--- src/rtl/alu_share_ctrl_pkg.sv ---
// Shared definitions for the ALU sharing controller.
// Purpose : ALU opcode encodings, lane ids, condition-code bit positions,
//           controller state type and a small opcode helper.
// Ports   : none (package).
package alu_share_ctrl_pkg;

  // 4-bit ALU opcode encodings; anything not listed is an undefined op.
  localparam logic [3:0] OP_ADD          = 4'h0;
  localparam logic [3:0] OP_SUB          = 4'h1;
  localparam logic [3:0] OP_AND          = 4'h2;
  localparam logic [3:0] OP_OR           = 4'h3;
  localparam logic [3:0] OP_XOR          = 4'h4;
  localparam logic [3:0] OP_SLL          = 4'h5;
  localparam logic [3:0] OP_SRL          = 4'h6;
  localparam logic [3:0] OP_MULT         = 4'h7;
  localparam logic [3:0] OP_LESS_THAN    = 4'h8;
  localparam logic [3:0] OP_GREATER_THAN = 4'h9;
  localparam logic [3:0] OP_EQUAL        = 4'hA;

  // Requester lanes.
  localparam int LANE_A = 0;  // execute stage
  localparam int LANE_B = 1;  // address/branch unit

  // Condition-code bit positions.
  localparam int CC_BRANCH    = 0;
  localparam int CC_OVERFLOW  = 1;
  localparam int CC_UNDERFLOW = 2;
  localparam int CC_RESERVE   = 3;

  // Hold counter width; covers MULT_CYCLES-1 for MULT_CYCLES up to 8.
  localparam int CNT_W = 3;

  typedef enum logic {
    ST_IDLE = 1'b0,
    ST_EXEC = 1'b1
  } state_e;

  function automatic logic is_mult(input logic [3:0] op);
    return op == OP_MULT;
  endfunction

endpackage

--- src/rtl/alu_share_ctrl_rr_arb2.sv ---
// Two-way round-robin arbiter.
// Purpose : grants one of two eligible lanes, preferring the lane that did
//           not win last; the history bit moves only when update is high.
// Ports   : clk, rst (async, active-high), elig[1:0] eligible lanes,
//           update (a grant was taken this cycle), grant[1:0] one-hot grant.
module alu_share_ctrl_rr_arb2 (
  input  logic       clk,
  input  logic       rst,
  input  logic [1:0] elig,
  input  logic       update,
  output logic [1:0] grant
);

  logic last_grant;

  // With a single eligible lane the eligibility vector is already one-hot.
  always_comb begin
    grant = elig;
    if (elig == 2'b11) begin
      grant = last_grant ? 2'b01 : 2'b10;
    end
  end

  // Reset to lane 1 so lane 0 wins the first contended cycle.
  always_ff @(posedge clk or posedge rst) begin
    if (rst) begin
      last_grant <= 1'b1;
    end else if (update) begin
      last_grant <= grant[1];
    end
  end

endmodule

--- src/rtl/alu_share_ctrl.sv ---
// ALU sharing controller.
// Purpose : arbitrates two requesters onto one external ALU, holds the issue
//           registers for the op duration (multicycle for MULT) and returns
//           result + condition codes through per-lane response registers.
// Ports   : clk, rst (async, active-high)
//           req_valid/req_ready[1:0], req_op[7:0], req_a/req_b[63:0] : requests
//           alu_a, alu_b, alu_op -> ALU ; alu_res, alu_cc <- ALU
//           rsp_valid/rsp_ready[1:0], rsp_data[63:0], rsp_cc[7:0]   : responses
//           busy : an op is in flight
module alu_share_ctrl
  import alu_share_ctrl_pkg::*;
#(
  parameter int DATA_W      = 32,
  parameter int MULT_CYCLES = 2
) (
  input  logic                clk,
  input  logic                rst,
  input  logic [1:0]          req_valid,
  output logic [1:0]          req_ready,
  input  logic [7:0]          req_op,
  input  logic [2*DATA_W-1:0] req_a,
  input  logic [2*DATA_W-1:0] req_b,
  output logic [DATA_W-1:0]   alu_a,
  output logic [DATA_W-1:0]   alu_b,
  output logic [3:0]          alu_op,
  input  logic [DATA_W-1:0]   alu_res,
  input  logic [3:0]          alu_cc,
  output logic [1:0]          rsp_valid,
  input  logic [1:0]          rsp_ready,
  output logic [2*DATA_W-1:0] rsp_data,
  output logic [7:0]          rsp_cc,
  output logic                busy
);

  localparam logic [CNT_W-1:0] MULT_LOAD = CNT_W'(MULT_CYCLES - 1);

  state_e             state;
  logic [CNT_W-1:0]   count;
  logic [DATA_W-1:0]  issue_a;
  logic [DATA_W-1:0]  issue_b;
  logic [3:0]         issue_op;
  logic               issue_owner;

  logic               complete;
  logic               slot_open;
  logic [1:0]         elig;
  logic [1:0]         grant;
  logic               accept;
  logic               acc_lane;
  logic [3:0]         acc_op;
  logic [DATA_W-1:0]  acc_a;
  logic [DATA_W-1:0]  acc_b;

  assign complete  = (state == ST_EXEC) && (count == '0);
  assign slot_open = (state == ST_IDLE) || complete;

  // A lane may issue only if its response slot will be free by its own
  // completion; the completing owner is skipped because its slot is being
  // written on this very edge.
  always_comb begin
    elig = '0;
    for (int i = 0; i < 2; i++) begin
      elig[i] = req_valid[i] && slot_open &&
                (!rsp_valid[i] || rsp_ready[i]) &&
                !(complete && (issue_owner == 1'(i)));
    end
  end

  alu_share_ctrl_rr_arb2 u_arb (
    .clk    (clk),
    .rst    (rst),
    .elig   (elig),
    .update (accept),
    .grant  (grant)
  );

  assign req_ready = grant;
  assign accept    = |grant;
  assign acc_lane  = grant[1];
  assign acc_op    = acc_lane ? req_op[7:4]            : req_op[3:0];
  assign acc_a     = acc_lane ? req_a[2*DATA_W-1:DATA_W] : req_a[DATA_W-1:0];
  assign acc_b     = acc_lane ? req_b[2*DATA_W-1:DATA_W] : req_b[DATA_W-1:0];

  // Issue stage: operands held from accept through the completion cycle.
  always_ff @(posedge clk or posedge rst) begin
    if (rst) begin
      state       <= ST_IDLE;
      count       <= '0;
      issue_a     <= '0;
      issue_b     <= '0;
      issue_op    <= '0;
      issue_owner <= 1'b0;
    end else if (accept) begin
      state       <= ST_EXEC;
      count       <= is_mult(acc_op) ? MULT_LOAD : '0;
      issue_a     <= acc_a;
      issue_b     <= acc_b;
      issue_op    <= acc_op;
      issue_owner <= acc_lane;
    end else if (complete) begin
      state <= ST_IDLE;
    end else if (state == ST_EXEC) begin
      count <= count - 1'b1;
    end
  end

  assign alu_a  = issue_a;
  assign alu_b  = issue_b;
  assign alu_op = issue_op;
  assign busy   = (state == ST_EXEC);

  // Response stage: a completion write takes priority over a pop.
  always_ff @(posedge clk or posedge rst) begin
    if (rst) begin
      rsp_valid <= '0;
      rsp_data  <= '0;
      rsp_cc    <= '0;
    end else begin
      for (int i = 0; i < 2; i++) begin
        if (complete && (issue_owner == 1'(i))) begin
          rsp_valid[i] <= 1'b1;
        end else if (rsp_ready[i]) begin
          rsp_valid[i] <= 1'b0;
        end
      end
      if (complete) begin
        if (issue_owner) begin
          rsp_data[2*DATA_W-1:DATA_W] <= alu_res;
          rsp_cc[7:4]                 <= alu_cc;
        end else begin
          rsp_data[DATA_W-1:0] <= alu_res;
          rsp_cc[3:0]          <= alu_cc;
        end
      end
    end
  end

endmodule

--- config.mk ---
export PLATFORM = sky130hd
export DESIGN_NAME = alu_share_ctrl
export DESIGN_NICKNAME = d
export VERILOG_FILES = /design/src/rtl/alu_share_ctrl_pkg.sv /design/src/rtl/alu_share_ctrl_rr_arb2.sv /design/src/rtl/alu_share_ctrl.sv
export SDC_FILE = /design/constraint.sdc
export NUM_CORES = 1
export LEC_CHECK = 0
export BUFFER_PORTS_ARGS = -buffer_cell sky130_fd_sc_hd__buf_2
export CAP_MARGIN = 20
export CORE_UTILIZATION = 30
export CTS_CLUSTER_DIAMETER = 40
export DETAILED_ROUTE_END_ITERATION = 8
export GPL_TIMING_DRIVEN = 0
export PLACE_DENSITY = 0.69
export SLEW_MARGIN = 20
export SYNTH_ARGS = -nofsm -noshare
export SYNTH_HDL_FRONTEND = slang
export SYNTH_SLANG_ARGS = --single-unit
--- constraint.sdc ---
create_clock -name clk -period 8.92 [get_ports clk]
set_input_delay 0 -clock clk [delete_from_list [all_inputs] [get_ports clk]]
set_output_delay 0 -clock clk [all_outputs]
set_load 0.01 [all_outputs]
## After elaboration in Yosys (flattened, before gate mapping)

Cells that the tools add are included.

| storage, ports and cells | value |
|---|---|
| output and inout port bits | 145 |
| register bits after elaboration | 148 |

| operators by class | value |
|---|---|
| bitwise operators | 2 |
| equal/unequal tests | 3 |
| add/subtract/negate cells | 1 |
| mux-type cells | 15 |
| reductions and logical operators | 25 |

Operators with widths:

| operator | count |
|---|---|
| $mux 32 | 2 |
| $logic_and 1x1->1 | 9 |
| $mux 3 | 3 |
| $reduce_bool 2->1 | 4 |
| $mux 1 | 7 |
| $reduce_and 2->1 | 3 |
| $eq 4x3->1 const B | 1 |
| $logic_not 1->1 | 4 |
| $mux 2 | 2 |
| $mux 4 | 1 |
| $logic_not 3->1 | 1 |
| $logic_or 1x1->1 | 3 |
| $sub 3x1->3 const B | 1 |
| $eq 2x2->1 const B | 1 |
| $ne 2x1->1 const B | 1 |
| $not 1->1 | 2 |
| $reduce_or 2->1 | 1 |

## Depth between registers and ports, before layout

Gate-level depths: netlist (run 1).

| depth | value |
|---|---|
| depth in word-level cells | 12 |
| depth in mapped cells | 11 |
| gate-level depth less buffers | 9 |

## By module

From an unflattened synthesis (run 1), not the netlist that was laid out.

| second synthesis, totals | value |
|---|---|
| cells, all modules | 492 |
| area, all modules | 6368.6 µm² |

By module, submodules not included:

| module | instances | cells an instance | area an instance (µm²) | sequential area each (µm²) |
|---|---|---|---|---|
| alu_share_ctrl | 1 | 486 | 6301.0 | 3678.5 |
| alu_share_ctrl_rr_arb2 | 1 | 6 | 67.6 | 26.3 |

## Least setup slack after synthesis (run 1)

Ideal clock, no wire load.

| timing | value |
|---|---|
| path type | register to register |
| start | reg count[0] |
| end | reg issue_op[3] (netlist: alu_op[3]) |
| setup time | 0.125 ns |
| cell stages (with the launch flop) | 10 |
| slack | 6.816 ns |
| clock period less this slack | 2.104 ns |
| data required time | 8.795 ns |
| arrival time | 1.979 ns |
| cells stage by stage | dfrtp_1 > inv_1 > ha_1 > ha_1 > a21bo_1 > and3_1 > a21o_1 > buf_6 > mux2_4 > mux2_2 |

| between the ends | value |
|---|---|
| word-level cells in the longest chain between the ends | 9 |
| elaborated cells between the ends (all ways) | 17 |

RTL lines:

| item | line | RTL |
|---|---|---|
| from (decl) | alu_share_ctrl.sv:38 | `logic [CNT_W-1:0] count;` |
| from (signal assigned) | alu_share_ctrl.sv:95 | `count <= is_mult(acc_op) ? MULT_LOAD : '0;` |
| from (signal assigned) | alu_share_ctrl.sv:103 | `count <= count - 1'b1;` |
| $logic_not 3->1 * | alu_share_ctrl.sv:54 | `assign complete = (state == ST_EXEC) && (count == '0);` |
| $logic_and 1x1->1 * | alu_share_ctrl.sv:54 |  |
| $logic_or 1x1->1 | alu_share_ctrl.sv:55 | `assign slot_open = (state == ST_IDLE) \|\| complete;` |
| $logic_and 1x1->1 (2 in a row) | alu_share_ctrl.sv:63 | `elig[i] = req_valid[i] && slot_open &&` |
| $logic_and 1x1->1 | alu_share_ctrl.sv:64 | `(!rsp_valid[i] \|\| rsp_ready[i]) &&` |
| $eq 2x2->1 | alu_share_ctrl_rr_arb2.sv:19 | `if (elig == 2'b11) begin` |
| $mux 2 * | alu_share_ctrl_rr_arb2.sv:19 |  |
| $mux 4 / $reduce_or 2->1 (equally long branches) | alu_share_ctrl.sv:80, alu_share_ctrl.sv:78 |  |
| to (signal assigned) | alu_share_ctrl.sv:98 | `issue_op <= acc_op;` |
| to (decl) | alu_share_ctrl.sv:41 | `logic [3:0] issue_op;` |

Every way passes the cells marked *; elsewhere a longest branch is shown, timed or not.
A chain may end at the register's enable or synchronous reset.

## Worst setup path after layout (run 1)

| timing | value |
|---|---|
| start | reg count[0] |
| end | reg issue_b[8] (netlist: alu_b[8]) |

| between the ends | value |
|---|---|
| word-level cells in the longest chain between the ends | 9 |
| elaborated cells between the ends (all ways) | 17 |

RTL lines:

| item | line | RTL |
|---|---|---|
| $logic_not 3->1 * | alu_share_ctrl.sv:54 |  |
| $logic_and 1x1->1 * | alu_share_ctrl.sv:54 |  |
| $logic_or 1x1->1 | alu_share_ctrl.sv:55 |  |
| $logic_and 1x1->1 (2 in a row) | alu_share_ctrl.sv:63 |  |
| $logic_and 1x1->1 | alu_share_ctrl.sv:64 |  |
| $eq 2x2->1 | alu_share_ctrl_rr_arb2.sv:19 |  |
| $mux 2 * | alu_share_ctrl_rr_arb2.sv:19 |  |
| $mux 32 / $reduce_or 2->1 (equally long branches) | alu_share_ctrl.sv:82, alu_share_ctrl.sv:78 |  |
| to (signal assigned) | alu_share_ctrl.sv:90 | `issue_b <= '0;` |
| to (signal assigned) | alu_share_ctrl.sv:97 | `issue_b <= acc_b;` |
| to (decl) | alu_share_ctrl.sv:40 | `logic [DATA_W-1:0] issue_b;` |

Marks and branches as above.

==> impl_metrics.json, run 1 <==
{
  "clk_latency_ns": 0.42,
  "path_class": "flip-flop to flip-flop",
  "grt_max_degree": 82,
  "power-per-cell-area_nw_per_um2": 365,
  "switching_power_mw": 1.41,
  "antenna_found_initial": 0,
  "wire_per_inst_um": 16.6,
  "initial_core_util": 0.309,
  "setup_tns_ns": 0,
  "max_freq_mhz": 320,
  "fp.dieH_um": 142,
  "skew_ns": 0.0151,
  "place_inst": 1074,
  "synth_top_area_share": 0.630,
  "viasPerCell": 4.63,
  "cp_slowest_cell": "dlygate4sd3_1",
  "core_um2": 18900,
  "rows": 50,
  "rsz0062_at_grt": "no",
  "die_x_um": 142,
  "ios": 323,
  "netlist_instances": 491,
  "pwr-share-seq": 0.321,
  "synth_cell_types": 29,
  "gp_congestion": 0.815,
  "p_int_mw": 2.31,
  "hold_path_depth": 3,
  "cts_buffer_depth": 2,
  "crit_family": "buffers and inverters",
  "topRoutingLayerUsed": "met4",
  "drive_gt1_frac": 0.438,
  "drt-met1-wl_um": 8440,
  "yosys-top-cells-area": "dfrtp_1 63%, mux2_2 14%, nor2_1 8.6%",
  "cts_tree": "yes",
  "worst_slack_ns": 5.80,
  "grt-ovfl-total": 0,
  "yosysTopAreaCell": "dfrtp_1",
  "drtIter0Drc": 207,
  "fin_nets": 1191,
  "cts_htree_levels": 4,
  "fin_area_um2": 10200,
  "grt.total_usage": 0.213,
  "hold_viol_final": 0,
  "max_slew_margin": 0.489,
  "crit_chain": "inv_1, ha_1, ha_1, nor2b_1, o221ai_1, o21ai_0, buf_2, buf_2, o22ai_1, dlygate4sd3_1, nor2_1",
  "irDropWorstVdd_mv": 0.170,
  "period_share": 0.350,
  "crit_buf_inv": 4,
  "sw_frac_of_total": 0.379,
  "cp-end-kind": "flip-flop",
  "p_leak_nw": 4.93,
  "start_kind": "flip-flop",
  "grt_pass1_vias": 6322,
  "route.detailed.drc": 0,
  "cp_data_required_time_ns": 9.26,
  "slew_viol_final": 0,
  "wl_met2_um": 10800,
  "combPwrFrac": 0.487,
  "dr.pass1.iters": 4,
  "antenna_cells": 0,
  "final_cells": 1284,
  "drtAntennaViolNets": 0,
  "cts_setup_buffers": 0,
  "area_delta_synth_final_pct": 74.3,
  "fillers": 1607,
  "io_buffers": 322,
  "place_area_um2": 7810,
  "synthesis.nets": 671,
  "hpwl_um": 13200,
  "syn_area_um2": 5840,
  "cts_num_sinks": 148,
  "timing_worst_slew_pin_value_ns": 0.767,
  "synth.avg_cell_area_um2": 11.9,
  "ys_ff_latch": 148,
  "routed_wl_um": 21300,
  "min_period_ns": 3.12,
  "cp_slowest_stage_delay_ns": 0.60,
  "setup_viol": 0,
  "hold_class": "input pin to flip-flop",
  "cp_max_fo": 10,
  "place_ws_ns": 6.23,
  "ys_warn_count": 0,
  "clkTransAtPathRegs_ns": 0.07,
  "grt_pass1_wl_um": 32700,
  "die-area_um2": 20000,
  "wl_met3_um": 1560,
  "arrival_ns": 3.46,
  "drv_cap": 0,
  "power_frac_clock": 0.193,
  "cts_root_buf": "clkbuf_16",
  "synth_sequential_area_ratio": 0.634,
  "path_depth": 11,
  "num_vias": 5940,
  "outcome": "finished, final reports clean",
  "reg2reg_depth": 11,
  "power.total_mw": 3.72,
  "numCtsBuffers": 17
}
## through the flow
stage | utilization | hold slack (ns)
after global routing | 0.539 | 0.0487
after detailed placement | 0.414 | 0.0727
after global placement | 0.412 | 0.229
after floorplan | - | 0.0964
final | 0.539 | 0.0333
after CTS | 0.539 | 0.0228
## final timing paths
kind	endpoint	from	slack (ns)
setup reg to reg	alu_b[8]	count[0]	5.80
max in group asynchronous	u_arb.last_grant	rst	7.91
hold / removal	count[0]	req_op[6]	0.03
hold reg to reg	rsp_data[39]	rsp_data[39]	0.50
setup / recovery	alu_b[8]	count[0]	5.80
min in group asynchronous	rsp_data[53]	rst	0.21
## synth_stat cells, drive strengths merged
cell type,instances
inv,9
o21ai,3
ha,2
o22ai,64
o221ai,1
or2b,1
nand2b,1
nand3,2
dfstp,1
and3,1
xnor2,1
nor2b,1
buf,17
nand2,7
o41ai,1
nand3b,1
clkbuf,12
a22oi,1
a222oi,1
nor2,134
a21o,1
mux2,74
a21bo,1
mux2i,2
and2,1
dfrtp,147
a21oi,4
## cell type report
| type | count | area (um^2) | area share |
|---|---|---|---|
| tap | 260 | 325 | 0.0319 |
| timing repair buffer | 501 | 3420 | 0.336 |
| clock buffer | 17 | 425 | 0.0418 |
| multi-input combinational | 305 | 1970 | 0.193 |
| buffer | 29 | 136 | 0.0134 |
| clock inverter | 15 | 163 | 0.0160 |
| sequential | 148 | 3700 | 0.364 |
| inverter | 9 | 41.3 | 0.00406 |
## registers in the layout, indices dropped and copies added, names as in the netlist
signal,cells
rsp_data,64
alu_a,32
count,3
issue_owner,1
alu_op,4
alu_b,32
u_arb.last_grant,1
rsp_cc,8
rsp_valid,2
busy,1
## power groups by stage
stage          logic [mW]  clock network (mW)  registers, mW
2_1_floorplan       0.776                   0           1.35
3_3_place_gp         1.54                   0           1.18
4_1_cts              1.79               0.738           1.18
3_5_place_dp         1.57                   0           1.19
5_1_grt              1.97               0.766           1.23
6_report             1.81               0.718           1.19
## timing repair
action	CTS	global route
hold buffers	178	0
hold endpoints to repair	212	0
resized for setup	0	0
## metal layers
metal | global-route usage | vias up
met2 | 0.385 | 281
met4 | 0.0860 | 0
met3 | 0.0560 | 35
met5 | 0 | -
met1 | 0.237 | 2862
li1 | - | 2762
## worst min-delay path, stage by stage
cell and delay, ns:
buf_2 0.11, a22oi_1 0.20, o41ai_2 0.10
## cells by family after synthesis
group	count (synthesis)	synth area share
simple gates	149	0.0992
flops	148	0.634
compound gates	77	0.0848
mux	76	0.147
buf+inv	38	0.0291
fa+ha+maj	2	0.00428
xor+xnor	1	0.00150
## cell usage in the layout (no fill, tap or decap), types with 2 or more instances in the layout
master,n
buf_2,338
dlygate4sd3_1,178
a21oi_1,4
nor2_1,134
inv_6,5
nand3_1,2
inv_1,8
ha_1,2
o22ai_1,64
clkinv_4,3
clkbuf_1,12
nand2_1,7
dfrtp_1,147
clkbuf_16,17
inv_8,4
mux2i_1,2
o21ai_0,3
mux2_2,73
Power figures use the tool's default switching activity.
==> run 2, diff against run 1 <==
==> constraint.sdc (replaced) <==
create_clock -name clk -period 2.9 [get_ports clk]
set_input_delay 0 -clock clk [delete_from_list [all_inputs] [get_ports clk]]
set_output_delay 0 -clock clk [all_outputs]
set_load 0.01 [all_outputs]
==> run 2 against run 1 <==
Setup slack lost 5.6 ns. Clock skew fell by 0.0062 ns. First-iteration DRC count shrank 3.4%. Largest power group unchanged. Utilization rose by 0.62 points. Power increased to 3.0 times the previous value. Final cell count rose by 0.31%. Non-clock buffer count increased by 4.
==> impl_metrics.json, run 2 (synthesis results as in run 1) <==
{
  "outcome": "finished, final reports clean",
  "clk_latency_ns": 0.41,
  "cp_slowest_stage_delay_ns": 0.58,
  "period_share": 0.940,
  "cts_num_sinks": 148,
  "drive_gt1_frac": 0.441,
  "power-per-cell-area_nw_per_um2": 1090,
  "rsz0062_at_grt": "no",
  "io_buffers": 322,
  "largest_reg_flops": 64,
  "grt_max_degree": 35,
  "cp_max_fo": 6,
  "timing_worst_slew_pin_value_ns": 0.799,
  "cts_buffer_depth": 2,
  "reg2reg_slack_ns": 0.18,
  "fin_nets": 1195,
  "cp_data_required_time_ns": 3.25,
  "path_class": "flip-flop to flip-flop",
  "routed_wl_um": 21700,
  "sw_frac_of_total": 0.382,
  "cts_root_buf": "clkbuf_16",
  "place_inst": 1077,
  "final_cells": 1288,
  "area_delta_synth_final_pct": 76.3,
  "cp_slowest_cell": "dlygate4sd3_1",
  "p_leak_nw": 4.89,
  "drv_cap": 0,
  "switching_power_mw": 4.27,
  "slew_viol_final": 0,
  "dr.pass1.iters": 4,
  "die_x_um": 142,
  "hpwl_um": 13400,
  "drtAntennaViolNets": 0,
  "grt_pass1_wl_um": 33200,
  "start_kind": "flip-flop",
  "crit_chain": "inv_1, ha_1, ha_1, a21bo_1, and3_1, a21o_1, buf_6, mux2_4, o41ai_2, dlygate4sd3_1",
  "setup_viol": 0,
  "antenna_cells": 0,
  "power_frac_clock": 0.213,
  "max_freq_mhz": 367,
  "irDropWorstVdd_mv": 0.519,
  "rr_startpoint": "count[0]",
  "numCtsBuffers": 17,
  "worst_slack_ns": 0.175,
  "grt_pass1_vias": 6485,
  "final_common_cell": "buf_2",
  "route.detailed.drc": 0,
  "clkTransAtPathRegs_ns": 0.07,
  "hold_viol_final": 0,
  "grt.total_usage": 0.216,
  "skew_ns": 0.00885,
  "num_vias": 6050,
  "drtIter0Drc": 200,
  "p_int_mw": 6.92,
  "hold_class": "input pin to asynchronous set/reset pin",
  "arrival_ns": 3.08,
  "antenna_found_initial": 0,
  "core_um2": 18900,
  "path_common_cell": "ha_1",
  "ios": 323,
  "combPwrFrac": 0.459,
  "die-area_um2": 20000,
  "rr_endpoint": "count[0]",
  "crit_path_start": "count[0]",
  "reg2reg_depth": 10,
  "cts_htree_levels": 4,
  "setup_tns_ns": 0,
  "place_ws_ns": 0.222,
  "min_period_ns": 2.72,
  "max_slew_margin": 0.467,
  "fp.dieH_um": 142,
  "pwr-share-seq": 0.328,
  "cts_tree": "yes",
  "final_cell_mix": "337 x buf_2, 179 x dlygate4sd3_1, 147 x dfrtp_1, 134 x nor2_1, 73 x mux2_2",
  "viasPerCell": 4.70,
  "gp_congestion": 0.795,
  "cp-end-kind": "flip-flop",
  "top_register": "rsp_data",
  "grt-ovfl-total": 0,
  "initial_core_util": 0.309,
  "wire_per_inst_um": 16.8,
  "rows": 50
}
==> run 2: power groups by stage <==
stage	logic (mW)	registers (mW)	clock network (mW)
global route	5.60	3.79	2.53
finish	5.14	3.67	2.38
floorplan	2.39	4.16	0
CTS	5.09	3.65	2.44
detailed placement	4.82	3.68	0
global placement	4.73	3.63	0
==> run 2: metrics by stage <==
stage	utilization	power [mW]	area, um^2	hold slack, ns
final	0.545	11.2	10300	0.221
after floorplan	-	6.55	5840	0.0964
after global routing	0.545	11.9	10300	0.262
after global placement	0.412	8.36	7780	0.226
after detailed placement	0.416	8.50	7860	0.114
after CTS	0.545	11.2	10300	0.206
==> run 2: worst max-delay path by stage <==
stage | to | slack [ns] | cells past startpoint
after floorplan | alu_op[3] | 0.80 | 9
after global placement | alu_b[9] | 0.06 | 2
after detailed placement | alu_op[0] | 0.22 | 9
after CTS | count[0] | 0.13 | 10
after global routing | count[0] | 0.09 | 10
final | count[0] | 0.18 | 10
==> run 2: metal layers <==
metal	wire, um	share of wire	vias up	global-route usage
met5	0	0	-	0
met4	882	0.041	0	0.114
met3	1800	0.083	83	0.0753
met2	10700	0.49	333	0.369
met1	8300	0.38	2878	0.235
li1	-	-	2756	-
==> run 2: final cells by class <==
class	count	area [um^2]
buffer	29	139
clock buffer	17	425
clock inverter	15	211
fill	1589	8590
inverter	9	37.5
multi-input combinational	305	1970
sequential	148	3700
tap	260	325
timing repair buffer	505	3480
==> run 2: repair_timing <==
action                                  in CTS  in global routing
resized for setup                            0                  2
hold buffers                               179                  0
buffers inserted                             0                  0
endpoints found under the hold margin      170                  0
endpoints found under the setup margin       0                  5
==> run 2: worst max-delay path, delay by kind of cell, from the launching register on <==
kind	cells	cell delay (ns)
AND/OR/NAND/NOR	1	0.19
multiplexers	1	0.31
flip-flops	1	0.36
adder cells (fa/ha/maj)	2	0.42
AO/OA/AOI/OAI	3	0.60
buffers and inverters	3	0.76
